File: config.mk
export PLATFORM = sky130hd
export DESIGN_NAME = serial_pattern_tx
export DESIGN_NICKNAME = d
export VERILOG_FILES = /design/src/rtl/serial_pattern_tx.sv
export SDC_FILE = /design/constraint.sdc
export NUM_CORES = 1
export LEC_CHECK = 0
export ABC_CLOCK_PERIOD_IN_PS = 2700
export CAP_MARGIN = 0
export CORE_ASPECT_RATIO = 1.25
export CORE_UTILIZATION = 30
export DETAILED_ROUTE_END_ITERATION = 8
export PLACE_DENSITY = 0.53
export SYNTH_ARGS = -nofsm -noshare
export SYNTH_HDL_FRONTEND = slang
export SYNTH_SLANG_ARGS = --single-unit
File: constraint.sdc
create_clock -name Clock -period 2.7 [get_ports Clock]
set_clock_uncertainty 0.1 [all_clocks]
set_input_delay 0.54 -clock Clock [delete_from_list [all_inputs] [get_ports Clock]]
set_output_delay 0.54 -clock Clock [all_outputs]
set_load 0.02 [all_outputs]
File: src/rtl/serial_pattern_tx.sv
// serial_pattern_tx: shifts a captured parallel pattern out LSB-first as the
// serial stimulus `w` for the Moore sequence detectors. Frames repeat with an
// optional idle gap between them. `z_exp` predicts the detector's `z`, which
// is high after two consecutive sampled 1s.
module serial_pattern_tx #(
    parameter int WIDTH = 8,
    parameter int LENW  = 4,
    parameter int RPTW  = 4
) (
    input  logic             Clock,
    input  logic             Reset,
    input  logic             start,
    input  logic [WIDTH-1:0] pattern,
    input  logic [LENW-1:0]  len,
    input  logic [RPTW-1:0]  reps,
    input  logic [1:0]       gap,
    output logic             ready,
    output logic             w,
    output logic             w_valid,
    output logic             last,
    output logic             done,
    output logic             z_exp
);

    // Wide enough to hold WIDTH itself (the effective length) and every bit index.
    localparam int IW = $clog2(WIDTH + 1);

    typedef enum logic [1:0] {
        IDLE,
        SHIFT,
        GAP,
        DONE
    } state_t;

    state_t           state_q, state_d;
    logic [WIDTH-1:0] pat_q, pat_d;
    logic [IW-1:0]    len_q, len_d;
    logic [IW-1:0]    idx_q, idx_d;
    logic [RPTW-1:0]  frm_q, frm_d;
    logic [1:0]       gap_q, gap_d;
    logic [1:0]       gcnt_q, gcnt_d;
    logic             w_d;
    logic             last_d;
    logic             load;
    logic [WIDTH-1:0] shifted;
    logic [IW-1:0]    len_eff;
    logic             w_prev;

    // Effective frame length: 0 or anything above WIDTH selects WIDTH.
    always_comb begin
        if ((len == '0) || (32'(len) > 32'(WIDTH)))
            len_eff = IW'(WIDTH);
        else
            len_eff = IW'(len);
    end

    // Next-state and datapath update. `w` is registered, so each transition
    // loads the bit that will be visible in the following cycle.
    always_comb begin
        state_d = state_q;
        pat_d   = pat_q;
        len_d   = len_q;
        gap_d   = gap_q;
        frm_d   = frm_q;
        idx_d   = idx_q;
        gcnt_d  = gcnt_q;
        load    = 1'b0;
        shifted = '0;
        w_d     = 1'b0;
        last_d  = 1'b0;

        case (state_q)
            IDLE: begin
                if (start) begin
                    pat_d   = pattern;
                    len_d   = len_eff;
                    frm_d   = reps;
                    gap_d   = gap;
                    idx_d   = '0;
                    load    = 1'b1;
                    state_d = SHIFT;
                end
            end
            SHIFT: begin
                if (idx_q == len_q - 1'b1) begin
                    if (frm_q == '0) begin
                        state_d = DONE;
                    end else begin
                        // frm_q counts the frames still to come after this one.
                        frm_d = frm_q - 1'b1;
                        if (gap_q != '0) begin
                            gcnt_d  = gap_q - 1'b1;
                            state_d = GAP;
                        end else begin
                            idx_d = '0;
                            load  = 1'b1;
                        end
                    end
                end else begin
                    idx_d = idx_q + 1'b1;
                    load  = 1'b1;
                end
            end
            GAP: begin
                if (gcnt_q == '0) begin
                    idx_d   = '0;
                    load    = 1'b1;
                    state_d = SHIFT;
                end else begin
                    gcnt_d = gcnt_q - 1'b1;
                end
            end
            DONE: begin
                state_d = IDLE;
            end
            default: begin
                state_d = IDLE;
            end
        endcase

        if (load) begin
            shifted = pat_d >> idx_d;
            w_d     = shifted[0];
            last_d  = (idx_d == len_d - 1'b1) && (frm_d == '0);
        end
    end

    // State, shadow registers and registered serial outputs.
    always_ff @(posedge Clock) begin
        if (Reset) begin
            state_q <= IDLE;
            pat_q   <= '0;
            len_q   <= '0;
            gap_q   <= '0;
            frm_q   <= '0;
            idx_q   <= '0;
            gcnt_q  <= '0;
            w       <= 1'b0;
            last    <= 1'b0;
        end else begin
            state_q <= state_d;
            pat_q   <= pat_d;
            len_q   <= len_d;
            gap_q   <= gap_d;
            frm_q   <= frm_d;
            idx_q   <= idx_d;
            gcnt_q  <= gcnt_d;
            w       <= w_d;
            last    <= last_d;
        end
    end

    // Detector model: high when the last two sampled `w` values were both 1.
    always_ff @(posedge Clock) begin
        if (Reset) begin
            w_prev <= 1'b0;
            z_exp  <= 1'b0;
        end else begin
            w_prev <= w;
            z_exp  <= w & w_prev;
        end
    end

    assign ready   = (state_q == IDLE);
    assign w_valid = (state_q == SHIFT);
    assign done    = (state_q == DONE);

endmodule

==> impl_metrics.yaml <==
sta:
  setup-tns-final_ns: 0
  maxSlewHeadroom_pct: 69.2
  tightest_slew_ns: 0.458
  rsz0062_at_grt: "true"
  min_period_ns: 2.62
  period_share_pct: 96.9
  max_freq_mhz: 382
  hold_viol_final: 0
  slew_violations: 0
  setup-violations-final: 0
layout:
  diodes: 0
  area_growth_pct: 44.6
  finalNonFillerCells: 356
  layout-drive-gt1-share_pct: 24.5
  layout.nets: 315
  fin_area_um2: 2610
  final_util_pct: 44.9
logic_synthesis:
  postSynthAreaPerCell_um2: 7.93
  yosysWarnings: 0
  synth.distinct_cells: 51
  synth_fp_nets: 253
  synth_cells: 228
  ys_seq_elements: 30
  ys_seq_area_share_pct: 33.2
  netlist_area_um2: 1810
  synthArstFlopShare_pct: 0
  synth_ff_type: "dfxtp_1"
  synth-edff-count: 0
floorplan:
  start_util_pct: 31.1
  ioPinCount: 27
  die-area_um2: 6340
  die_y_um: 88.8
  die_x_um: 71.4
  core_um2: 5820
  rows: 31
power_and_ir_drop:
  p_per_area_nw_per_um2: 480
  p_leak_nw: 1.03
  total_power_mw: 1.26
  vdd_drop_max_mv: 0.208
setup_path:
  critPathKind: "flop to flop"
  cp_max_fo: 4
  rr_worst_depth: 8
  critPathLaunchType: "flop"
  r2r_end: "last"
  r2r_slack_ns: 0.08
  worstPathArrival_ns: 2.71
  required_ns: 2.79
  worstSetupEndpointType: "flop"
  reg2reg_from: "len_q[0]"
worst_hold_path:
  worstHoldStart: "w_prev"
  hold_end: "z_exp"
  worstHoldPathType: "flop to flop"
  whs_path_depth: 1
clock_network:
  cts_hold_buf: 0
  clk_pin_slew_ns: 0.07
  insertion_delay_ns: 0.29
  clockRootBuffer: "clkbuf_8"
  cts_tree: "done"
  cts_max_path_buffers: 2
  cts-buffers-inserted: 5
  cts.sinks: 30
  h-tree-depth: 2
placement:
  finalWeightedCongestion: 0.814
  dpl.cell_count: 346
  placed_cell_area_um2: 2400
  io_buffers: 26
  dp.final_hpwl_mm: 3.57
global_route:
  overflow: 0
  grt_pass1_vias: 1711
  grt_max_degree: 27
  antenna_found_initial: 0
  track_usage_pct: 16.2
  grt_pass1_wl_mm: 7.90
detailed_routing:
  vias: 1779
  drc: 0
  routed_via_density: 5.00
  dr.pass1.iters: 4
  detail_route.wl_per_cell_um: 13.4
  postRouteAntennaNets: 0
  drt-initial-drc-count: 64
  wirelength_mm: 4.76
flow_run:
  maxCapViolations: 0
status:
  status: "complete, no violations"
-- cells in the final DEF, fill, tap and decap left out, types with 2 or more instances in the layout --
cell / n
a211o_1: 2
a21oi_1: 19
a2bb2oi_1: 4
a311oi_1: 2
a31oi_1: 3
and2_1: 6
buf_4: 38
clkbuf_8: 6
clkdlybuf4s50_1: 25
dfxtp_1: 28
dfxtp_2: 2
ha_1: 3
inv_1: 10
mux2_2: 2
mux2i_1: 6
nand2_1: 32
nand2b_1: 3
nand3_1: 6
nor2_1: 21
nor2b_1: 6
nor3_1: 3
nor3b_2: 2
nor4_1: 3
o211ai_1: 2
o21ai_0: 2
o22ai_1: 2
o31ai_1: 2
or2_2: 2
or3_1: 4
xnor2_1: 8
xnor2_2: 2
xor2_1: 3
-- registers in the layout (all words and copies together), names as in the netlist --
signal   count
last         1
gap_q        2
w_prev       1
state_q      2
gcnt_q       2
idx_q        4
len_q        4
pat_q        8
z_exp        1
frm_q        4
w            1
-- Yosys cell counts, types with 6 or more instances --
cell type,number,area (µm²)
clkbuf_1,8,30.0
nor2b_1,6,37.5
xnor2_1,10,87.6
nor2_1,22,82.6
nand3_1,7,35.0
mux2i_1,6,60.1
nand2_1,33,124
a21oi_1,19,95.1
inv_1,10,37.5
and2_1,6,37.5
dfxtp_1,30,601
-- metal layers --
layer	share of wire, %	global-route usage [%]	wire length (µm)
met1	43	19.2	2030
met5	0	0	0
met4	2.0	5.45	96
met2	51	28.8	2450
met3	3.8	3.53	183
-- kinds of logic (layout without fill, tap and decap cells) --
group                      count (synthesis)  count (layout)  share of synthesized area (%)
AOI/OAI and AO/OA                         51              51                           20.1
xor gates and xnor gates                  15              15                           7.27
adders and majority gates                  4               4                           2.77
buffers and inverters                     20              82                           4.22
DFF                                       30              30                           33.2
muxes                                      8               8                           4.57
and+or+nand+nor                          100             100                           27.8
-- final cells by class --
class | count | area (µm²)
Clock buffer | 6 | 82.6
Timing Repair Buffer | 64 | 544
Tap cell | 66 | 82.6
Inverter | 11 | 41.3
Fill cell | 599 | 3200
Sequential cell | 30 | 603
Multi-Input combinational cell | 178 | 1230
Clock inverter | 1 | 30.0
-- worst max-delay path, cell delays in order, from the launching register on --
cell	delay [ns]
dfxtp_2	0.33
inv_1	0.06
ha_4	0.29
xor2_4	0.16
nand2_2	0.07
or4_4	0.58
a311o_1	0.35
or3_4	0.41
a2111oi_4	0.18
-- worst max-delay path by stage --
stage / start / to / slack [ns]
CTS: len_q[1] / last / 0.03
detailed placement: start / last / -0.33
global route: len_q[0] / last / -0.02
floorplan: len_q[0] / last / 0.06
finish: len_q[0] / last / 0.08
global placement: start / last / -0.32
-- report_power, final --
part	total, mW	switching (mW)	internal, mW
combinational	0.303	0.145	0.158
clock	0.473	0.178	0.295
sequential	0.479	0.0156	0.463
-- stage by stage --
stage,setup WS [ns],hold WS [ns]
after floorplan,0.0631,0.306
after global placement,-0.325,0.311
after detailed placement,-0.331,0.320
after CTS,0.0344,0.339
after global routing,-0.0153,0.364
final,0.0825,0.330
-- timing repair --
| action | CTS | global route |
|---|---|---|
| endpoints found under the setup margin | 1 | 3 |
| pin swaps | 5 | 3 |
| resized for setup | 6 | 8 |
| buffers inserted | 3 | 0 |
(Power assumes the default switching activity.)
